File: config.mk
export PLATFORM = sky130hd
export DESIGN_NAME = dmp_iteration_ctrl_flat
export DESIGN_NICKNAME = d
export VERILOG_FILES = /design/src/rtl/dmp_iteration_ctrl_if.sv /design/src/rtl/dmp_iteration_ctrl.sv /design/src/flat_wrapper.sv
export SDC_FILE = /design/constraint.sdc
export NUM_CORES = 1
export LEC_CHECK = 0
export ABC_AREA = 1
export CAP_MARGIN = 30
export CORE_MARGIN = 5
export CORE_UTILIZATION = 60
export CTS_CLUSTER_SIZE = 30
export DETAILED_ROUTE_END_ITERATION = 12
export DONT_BUFFER_PORTS = 1
export GPL_ROUTABILITY_DRIVEN = 0
export GPL_TIMING_DRIVEN = 0
export PLACE_DENSITY_LB_ADDON = 0.2
export REMOVE_ABC_BUFFERS = 1
export SYNTH_ARGS = -nofsm -noshare
export SYNTH_HDL_FRONTEND = slang
export SYNTH_SLANG_ARGS = --single-unit
File: constraint.sdc
create_clock -name i_clock -period 2.69 [get_ports i_clock]
set_input_delay 0.538 -clock i_clock [delete_from_list [all_inputs] [get_ports i_clock]]
set_output_delay 0.538 -clock i_clock [all_outputs]
set_load 0.02 [all_outputs]
File: src/rtl/dmp_iteration_ctrl_if.sv
// Control/status bundle between the PageRank iteration sequencer and its surroundings.
// The sequencer takes the slave side of this interface. The environment driving it takes the master side.
interface dmp_iteration_ctrl_if #(
  parameter int unsigned NUM_HW_THREADS = 8,
  parameter int unsigned ITER_W         = 16
);
  logic                      i_start;
  logic                      i_abort;
  logic [ITER_W-1:0]         i_max_iter;
  logic [NUM_HW_THREADS-1:0] i_thread_done;
  logic                      i_stream_done;
  logic                      i_apply_done;

  logic                      o_gather_go;
  logic                      o_next_iteration;
  logic [ITER_W-1:0]         o_iteration;
  logic                      o_busy;
  logic                      o_run_done;
  logic                      o_timeout_err;
  logic [NUM_HW_THREADS-1:0] o_missing_mask;

  modport master (
    output i_start, i_abort, i_max_iter, i_thread_done, i_stream_done, i_apply_done,
    input  o_gather_go, o_next_iteration, o_iteration, o_busy, o_run_done,
           o_timeout_err, o_missing_mask
  );

  modport slave (
    input  i_start, i_abort, i_max_iter, i_thread_done, i_stream_done, i_apply_done,
    output o_gather_go, o_next_iteration, o_iteration, o_busy, o_run_done,
           o_timeout_err, o_missing_mask
  );
endinterface

File: src/rtl/dmp_iteration_ctrl.sv
// Deterministic PageRank iteration sequencer: gather -> serialize -> apply -> advance.
// The per-phase watchdog and the abort flush are handled here. Every output comes from a register.
module dmp_iteration_ctrl #(
  parameter int unsigned NUM_HW_THREADS = 8,
  parameter int unsigned ITER_W         = 16,
  parameter int unsigned TIMEOUT_CYCLES = 1024
) (
  input  logic                i_clock,
  input  logic                i_reset_n,
  dmp_iteration_ctrl_if.slave io_bus
);

  localparam int unsigned TMR_W = (TIMEOUT_CYCLES > 2) ? $clog2(TIMEOUT_CYCLES) : 1;
  localparam int unsigned CNT_W = ITER_W + 1;

  typedef enum logic [2:0] {
    S_IDLE    = 3'd0,
    S_GATHER  = 3'd1,
    S_SERIAL  = 3'd2,
    S_APPLY   = 3'd3,
    S_ADVANCE = 3'd4,
    S_FINISH  = 3'd5,
    S_ERROR   = 3'd6
  } state_t;

  state_t                    r_state;
  state_t                    w_state_nxt;
  logic [TMR_W-1:0]          r_timer;
  logic [TMR_W-1:0]          w_timer_nxt;
  logic [ITER_W-1:0]         r_limit;
  logic [ITER_W-1:0]         w_limit_nxt;
  logic [ITER_W-1:0]         r_iteration;
  logic [ITER_W-1:0]         w_iter_nxt;
  logic                      r_timeout_err;
  logic                      w_terr_nxt;
  logic [NUM_HW_THREADS-1:0] r_missing_mask;
  logic [NUM_HW_THREADS-1:0] w_mask_nxt;
  logic                      w_flush;
  logic                      w_expired;
  logic                      w_in_phase;
  logic [CNT_W-1:0]          w_iter_inc;
  logic [ITER_W-1:0]         w_iter_sat;

  logic                      r_gather_go;
  logic                      r_next_iteration;
  logic                      r_busy;
  logic                      r_run_done;

  // Completion test uses one extra bit so a limit of all-ones still matches.
  assign w_iter_inc = {1'b0, r_iteration} + CNT_W'(1);
  assign w_iter_sat = (&r_iteration) ? r_iteration : w_iter_inc[ITER_W-1:0];
  assign w_expired  = (r_timer == TMR_W'(TIMEOUT_CYCLES - 1));
  assign w_in_phase = (r_state == S_GATHER) || (r_state == S_SERIAL) || (r_state == S_APPLY);

  // State register
  always_ff @(posedge i_clock or negedge i_reset_n) begin
    if (!i_reset_n) begin
      r_state <= S_IDLE;
    end else begin
      r_state <= w_state_nxt;
    end
  end

  // Next-state and datapath decisions; abort outranks every other event outside IDLE
  always_comb begin
    w_state_nxt = r_state;
    w_limit_nxt = r_limit;
    w_iter_nxt  = r_iteration;
    w_terr_nxt  = r_timeout_err;
    w_mask_nxt  = r_missing_mask;
    w_flush     = 1'b0;
    w_timer_nxt = r_timer;

    if ((r_state != S_IDLE) && io_bus.i_abort) begin
      w_state_nxt = S_IDLE;
      w_flush     = 1'b1;
      w_terr_nxt  = 1'b0;
      w_mask_nxt  = '0;
    end else begin
      case (r_state)
        S_IDLE: begin
          if (io_bus.i_start && !io_bus.i_abort) begin
            w_limit_nxt = (io_bus.i_max_iter == '0) ? ITER_W'(1) : io_bus.i_max_iter;
            w_iter_nxt  = '0;
            w_terr_nxt  = 1'b0;
            w_mask_nxt  = '0;
            w_state_nxt = S_GATHER;
          end
        end
        S_GATHER: begin
          if (&io_bus.i_thread_done) begin
            w_state_nxt = S_SERIAL;
          end else if (w_expired) begin
            w_mask_nxt  = ~io_bus.i_thread_done;
            w_terr_nxt  = 1'b1;
            w_state_nxt = S_ERROR;
          end
        end
        S_SERIAL: begin
          if (io_bus.i_stream_done) begin
            w_state_nxt = S_APPLY;
          end else if (w_expired) begin
            w_terr_nxt  = 1'b1;
            w_state_nxt = S_ERROR;
          end
        end
        S_APPLY: begin
          if (io_bus.i_apply_done) begin
            w_state_nxt = S_ADVANCE;
          end else if (w_expired) begin
            w_terr_nxt  = 1'b1;
            w_state_nxt = S_ERROR;
          end
        end
        S_ADVANCE: begin
          w_iter_nxt  = w_iter_sat;
          w_state_nxt = (w_iter_inc == {1'b0, r_limit}) ? S_FINISH : S_GATHER;
        end
        S_FINISH: begin
          w_state_nxt = S_IDLE;
        end
        S_ERROR: begin
          w_state_nxt = S_ERROR;
        end
        default: begin
          w_state_nxt = S_IDLE;
        end
      endcase
    end

    // The watchdog restarts on every state change.
    if (w_state_nxt != r_state) begin
      w_timer_nxt = '0;
    end else if (w_in_phase) begin
      w_timer_nxt = r_timer + TMR_W'(1);
    end
  end

  // Datapath and output registers
  always_ff @(posedge i_clock or negedge i_reset_n) begin
    if (!i_reset_n) begin
      r_timer          <= '0;
      r_limit          <= '0;
      r_iteration      <= '0;
      r_timeout_err    <= 1'b0;
      r_missing_mask   <= '0;
      r_gather_go      <= 1'b0;
      r_next_iteration <= 1'b0;
      r_busy           <= 1'b0;
      r_run_done       <= 1'b0;
    end else begin
      r_timer          <= w_timer_nxt;
      r_limit          <= w_limit_nxt;
      r_iteration      <= w_iter_nxt;
      r_timeout_err    <= w_terr_nxt;
      r_missing_mask   <= w_mask_nxt;
      r_gather_go      <= (w_state_nxt == S_GATHER);
      r_next_iteration <= (w_state_nxt == S_ADVANCE) || w_flush;
      r_busy           <= (w_state_nxt != S_IDLE);
      r_run_done       <= (w_state_nxt == S_FINISH);
    end
  end

  assign io_bus.o_gather_go      = r_gather_go;
  assign io_bus.o_next_iteration = r_next_iteration;
  assign io_bus.o_iteration      = r_iteration;
  assign io_bus.o_busy           = r_busy;
  assign io_bus.o_run_done       = r_run_done;
  assign io_bus.o_timeout_err    = r_timeout_err;
  assign io_bus.o_missing_mask   = r_missing_mask;

endmodule

File: src/flat_wrapper.sv
// flat-port wrapper written by rule: the top's interface ports become plain ports
module dmp_iteration_ctrl_flat 
#(
  parameter int unsigned NUM_HW_THREADS = 8,
  parameter int unsigned ITER_W         = 16,
  parameter int unsigned TIMEOUT_CYCLES = 1024
)
  (i_clock, i_reset_n, io_bus_i_start, io_bus_i_abort, io_bus_i_max_iter, io_bus_i_thread_done, io_bus_i_stream_done, io_bus_i_apply_done, io_bus_o_gather_go, io_bus_o_next_iteration, io_bus_o_iteration, io_bus_o_busy, io_bus_o_run_done, io_bus_o_timeout_err, io_bus_o_missing_mask);
  dmp_iteration_ctrl_if #(.NUM_HW_THREADS(NUM_HW_THREADS), .ITER_W(ITER_W)) io_bus_i ();
  input  logic i_clock;
  input  logic i_reset_n;
  input wire logic [$bits(io_bus_i.i_start)-1:0] io_bus_i_start;
  input wire logic [$bits(io_bus_i.i_abort)-1:0] io_bus_i_abort;
  input wire logic [$bits(io_bus_i.i_max_iter)-1:0] io_bus_i_max_iter;
  input wire logic [$bits(io_bus_i.i_thread_done)-1:0] io_bus_i_thread_done;
  input wire logic [$bits(io_bus_i.i_stream_done)-1:0] io_bus_i_stream_done;
  input wire logic [$bits(io_bus_i.i_apply_done)-1:0] io_bus_i_apply_done;
  output wire logic [$bits(io_bus_i.o_gather_go)-1:0] io_bus_o_gather_go;
  output wire logic [$bits(io_bus_i.o_next_iteration)-1:0] io_bus_o_next_iteration;
  output wire logic [$bits(io_bus_i.o_iteration)-1:0] io_bus_o_iteration;
  output wire logic [$bits(io_bus_i.o_busy)-1:0] io_bus_o_busy;
  output wire logic [$bits(io_bus_i.o_run_done)-1:0] io_bus_o_run_done;
  output wire logic [$bits(io_bus_i.o_timeout_err)-1:0] io_bus_o_timeout_err;
  output wire logic [$bits(io_bus_i.o_missing_mask)-1:0] io_bus_o_missing_mask;
  assign io_bus_i.i_start = io_bus_i_start;
  assign io_bus_i.i_abort = io_bus_i_abort;
  assign io_bus_i.i_max_iter = io_bus_i_max_iter;
  assign io_bus_i.i_thread_done = io_bus_i_thread_done;
  assign io_bus_i.i_stream_done = io_bus_i_stream_done;
  assign io_bus_i.i_apply_done = io_bus_i_apply_done;
  assign io_bus_o_gather_go = io_bus_i.o_gather_go;
  assign io_bus_o_next_iteration = io_bus_i.o_next_iteration;
  assign io_bus_o_iteration = io_bus_i.o_iteration;
  assign io_bus_o_busy = io_bus_i.o_busy;
  assign io_bus_o_run_done = io_bus_i.o_run_done;
  assign io_bus_o_timeout_err = io_bus_i.o_timeout_err;
  assign io_bus_o_missing_mask = io_bus_i.o_missing_mask;
  dmp_iteration_ctrl #(.NUM_HW_THREADS(NUM_HW_THREADS), .ITER_W(ITER_W), .TIMEOUT_CYCLES(TIMEOUT_CYCLES)) u_core (.i_clock(i_clock), .i_reset_n(i_reset_n), .io_bus(io_bus_i));
endmodule
==> summary.txt <==
Status
  – Outcome: complete, no violations

Placement
  – Post-Place Cells: 523
  – Port Buffers: 0
  – Placed cell areas: 3403 sq um
  – Detailed Place HPWL: 5731 microns
  – DP Worst Slack: -0.3524 ns

Cells and area
  – Layout Nets: 495
  – Fin cells: 540
  – Layout cells sized above 1: 8.120%
  – Fin util: 67.66%
  – ANT cells: 0
  – Fin area: 3680 sq um
  – Syn-to-layout area delta: 11.23%
  – Fill count: 450

Critical path
  – Worst path most repeated cell: nand2_1
  – Crit-path leading delay family: simple AND/OR/NAND/NOR gates
  – Type of origin of the critical path: flip-flop
  – Worst Path Arrival: 2.73 ns
  – Worst-path cell chain: ha_1 > nand2_1 > nor2_2 > nand2_1 > clkinv_1 > nand2_1 > nand3b_1 > nand2_1 > nor2_1 > nand3_1 > o21ai_2 > nand2_2 > nand2_2 > nand3_4 > nor2_1
  – CP required: 2.96 ns
  – Buf/Inv on CP: 1
  – Slowest cell on crit path: dfrtp_2
  – CP Capture Type: flip-flop
  – Setup Crit Path Kind: flip-flop to flip-flop
  – Crit-path max FO: 10
  – CP max stage delay: 0.49 ns

Synthesis
  – Gate Count Post-Synth: 453
  – Average cell area after synthesis: 7.303 sq um
  – Count of cell types in the netlist: 30
  – Synth warn: 0
  – Sequential-to-total area share from yosys stat: 43.87%
  – Yosys reg bits: 58
  – Mapped Area: 3308 sq um

CTS
  – CTS buffer count: 9
  – Maximum clock insertion buffer count: 2
  – CTS root buf: clkbuf_8
  – Clk_lat worst skew: 0.34 ns
  – CTS tree: built
  – H-tree Lvls: 3
  – Setup bufs post-CTS: 0
  – Clk sinks: 58
  – CTS clk-pin slew, worst paths: 0.07 ns

Drt
  – First-iteration detailed-routing DRC count: 177
  – WL per Instance: 14.73 microns
  – Post-DR vias/cell: 5.541
  – Total routed wirelength: 7954 microns
  – Drc violations: 0
  – Post-DRT Antenna Nets: 0
  – Via count: 2992
  – Drt pass-1 iters: 4

Die
  – FP Rows: 27
  – Die Wd: 84.26 microns
  – IO Count: 59
  – Placeable Area: 5439 sq um
  – Starting Density: 60.82%
  – Die area: 7099 sq um
  – Height of the chip: 84.26 microns

Timing
  – Hold WS: 0.05735 ns
  – Period minus WS final: 2.465 ns
  – Fmax: 405.7 MHz
  – RSZ-0062 raised after global routing: no
  – Hold Vio Cnt, Final: 0
  – Rel. slew slack: 57.90%
  – Setup TNS: 0 ns
  – # setup viols final: 0
  – Max Clock Skew: 0.006325 ns
  – Worst Tran Pin Value: 0.6281 ns
  – Period utilization: 91.63%
  – Pins Over Slew Limit: 0
  – Final WS setup: 0.2251 ns

Global routing
  – Largest net degree at the start of global routing: 59
  – First-pass GRT wire length: 13520 microns
  – GRT Total Usage: 23.59%
  – Initial antenna violation count: 0
  – Overflow after GRT: 0
  – Number of global-route vias before repair: 2903

Job
  – Max Cap Viol: 0

Power and ir drop
  – Power per cell area: 844.3 nW/um^2
  – Leak: 1.767 nW
  – Max IR drop VDD: 540.0 uV
  – Post-layout power: 3.107 mW

Worst hold path
  – Tightest Hold Check Type: primary input to asynchronous set/reset pin
cells in the mapped netlist:
| cell | count | share of area (%) |
|---|---|---|
| nand3_2 | 1 | 0.30 |
| a21oi_2 | 1 | 0.26 |
| inv_1 | 45 | 5.1 |
| o21ai_2 | 1 | 0.26 |
| nand3b_1 | 12 | 2.7 |
| o211ai_1 | 1 | 0.23 |
| inv_2 | 2 | 0.23 |
| o21ai_0 | 20 | 3.0 |
| dfrtp_1 | 58 | 44 |
| o22ai_1 | 14 | 2.6 |
| clkinv_1 | 3 | 0.34 |
| nand4_1 | 12 | 2.3 |
| nor3_1 | 3 | 0.45 |
| nand3_1 | 45 | 6.8 |
| nor2_1 | 46 | 5.2 |
| nor2_4 | 1 | 0.34 |
| xor2_1 | 9 | 2.4 |
| xnor2_1 | 3 | 0.79 |
| nor3_2 | 1 | 0.30 |
| clkbuf_1 | 3 | 0.34 |
| nand3_4 | 1 | 0.53 |
| ha_1 | 2 | 0.76 |
| mux2i_1 | 2 | 0.61 |
| nor4_1 | 4 | 0.76 |
| o31ai_1 | 2 | 0.45 |
| nor2_2 | 4 | 0.76 |
| a21oi_1 | 6 | 0.91 |
| nand2_2 | 2 | 0.38 |
| nand2_1 | 148 | 17 |
| buf_2 | 1 | 0.15 |
cells by family after synthesis:
family                   synth area share (%)
XOR/XNOR                                3.177
flip-flops                              43.87
adder cells (fa/ha/maj)                0.7563
buffers and inverters                   6.165
AO/OA/AOI/OAI                           7.791
multiplexers                           0.6052
AND/OR/NAND/NOR                         37.63
path summary, 6_finish.rpt:
path                                                   start                           end  slack (ns)  cells past startpoint
worst max-delay path            u_core.io_bus.o_iteration[0]             u_core.r_timer[3]        0.23                     15
worst min-delay path                               i_reset_n            u_core.r_limit[12]        0.06                      1
worst max register to register  u_core.io_bus.o_iteration[0]             u_core.r_timer[3]        0.23                     15
worst min register to register             u_core.r_limit[2]             u_core.r_limit[2]        0.49                      2
max in group asynchronous                          i_reset_n  u_core.io_bus.o_iteration[0]        2.36                      1
min in group i_clock                    io_bus_i_max_iter[2]             u_core.r_limit[2]        0.32                      2
layout make-up:
class	instances	area, sq um	share of cell area [%]
multi-input combinational	341	1675	45.53
timing repair buffer	3	43.79	1.190
sequential	58	1454	39.51
clock buffer	12	155.1	4.216
clock inverter	4	73.82	2.006
inverter	50	187.7	5.100
tap	72	90.09	2.448
per-layer routing:
layer / share of wire, % / up-vias / wire length, microns / global-route usage, %
met1: 43 / 1366 / 3427 / 30.65
met2: 46 / 102 / 3698 / 36.30
met4: 1.4 / 0 / 108 / 9.649
met5: 0 / - / 0 / 0
li1: - / 1512 / - / -
met3: 9.1 / 12 / 720 / 7.851
power by group:
part           internal, mW  switching [mW]  leakage, nW  total [mW]
clock network         0.573           0.351        0.117       0.923
logic                 0.305           0.577        0.877       0.882
registers              1.07           0.227        0.774        1.30
sequential cells by signal, summed over array words and instances, names as in the netlist:
name                            cells
u_core.io_bus.o_run_done            1
u_core.io_bus.o_next_iteration      1
u_core.io_bus.o_timeout_err         1
u_core.r_limit                     16
u_core.io_bus.o_missing_mask        8
u_core.r_state                      3
u_core.r_timer                     10
u_core.io_bus.o_busy                1
u_core.io_bus.o_gather_go           1
u_core.io_bus.o_iteration          16
cells in the final DEF, fill, tap and decap left out, types with 3 or more instances in the layout:
cell and n:
xnor2_1 3, clkinv_1 3, xor2_1 9, nand3_1 45
nand4_1 12, nor4_1 4, inv_1 45, o22ai_1 14
nor3_2 3, nand2_1 147, nor2_1 45, nor2_2 5
nand3b_1 12, clkbuf_8 11, a21oi_1 6, dfrtp_1 56
nand2_2 3, o21ai_0 20
repair_timing:
action,4_1_cts,5_1_grt
hold buffers,1,0
gates resized for setup,3,3
hold endpoints to repair,58,0
setup endpoints to repair,15,15
Power figures use the tool's default switching activity.
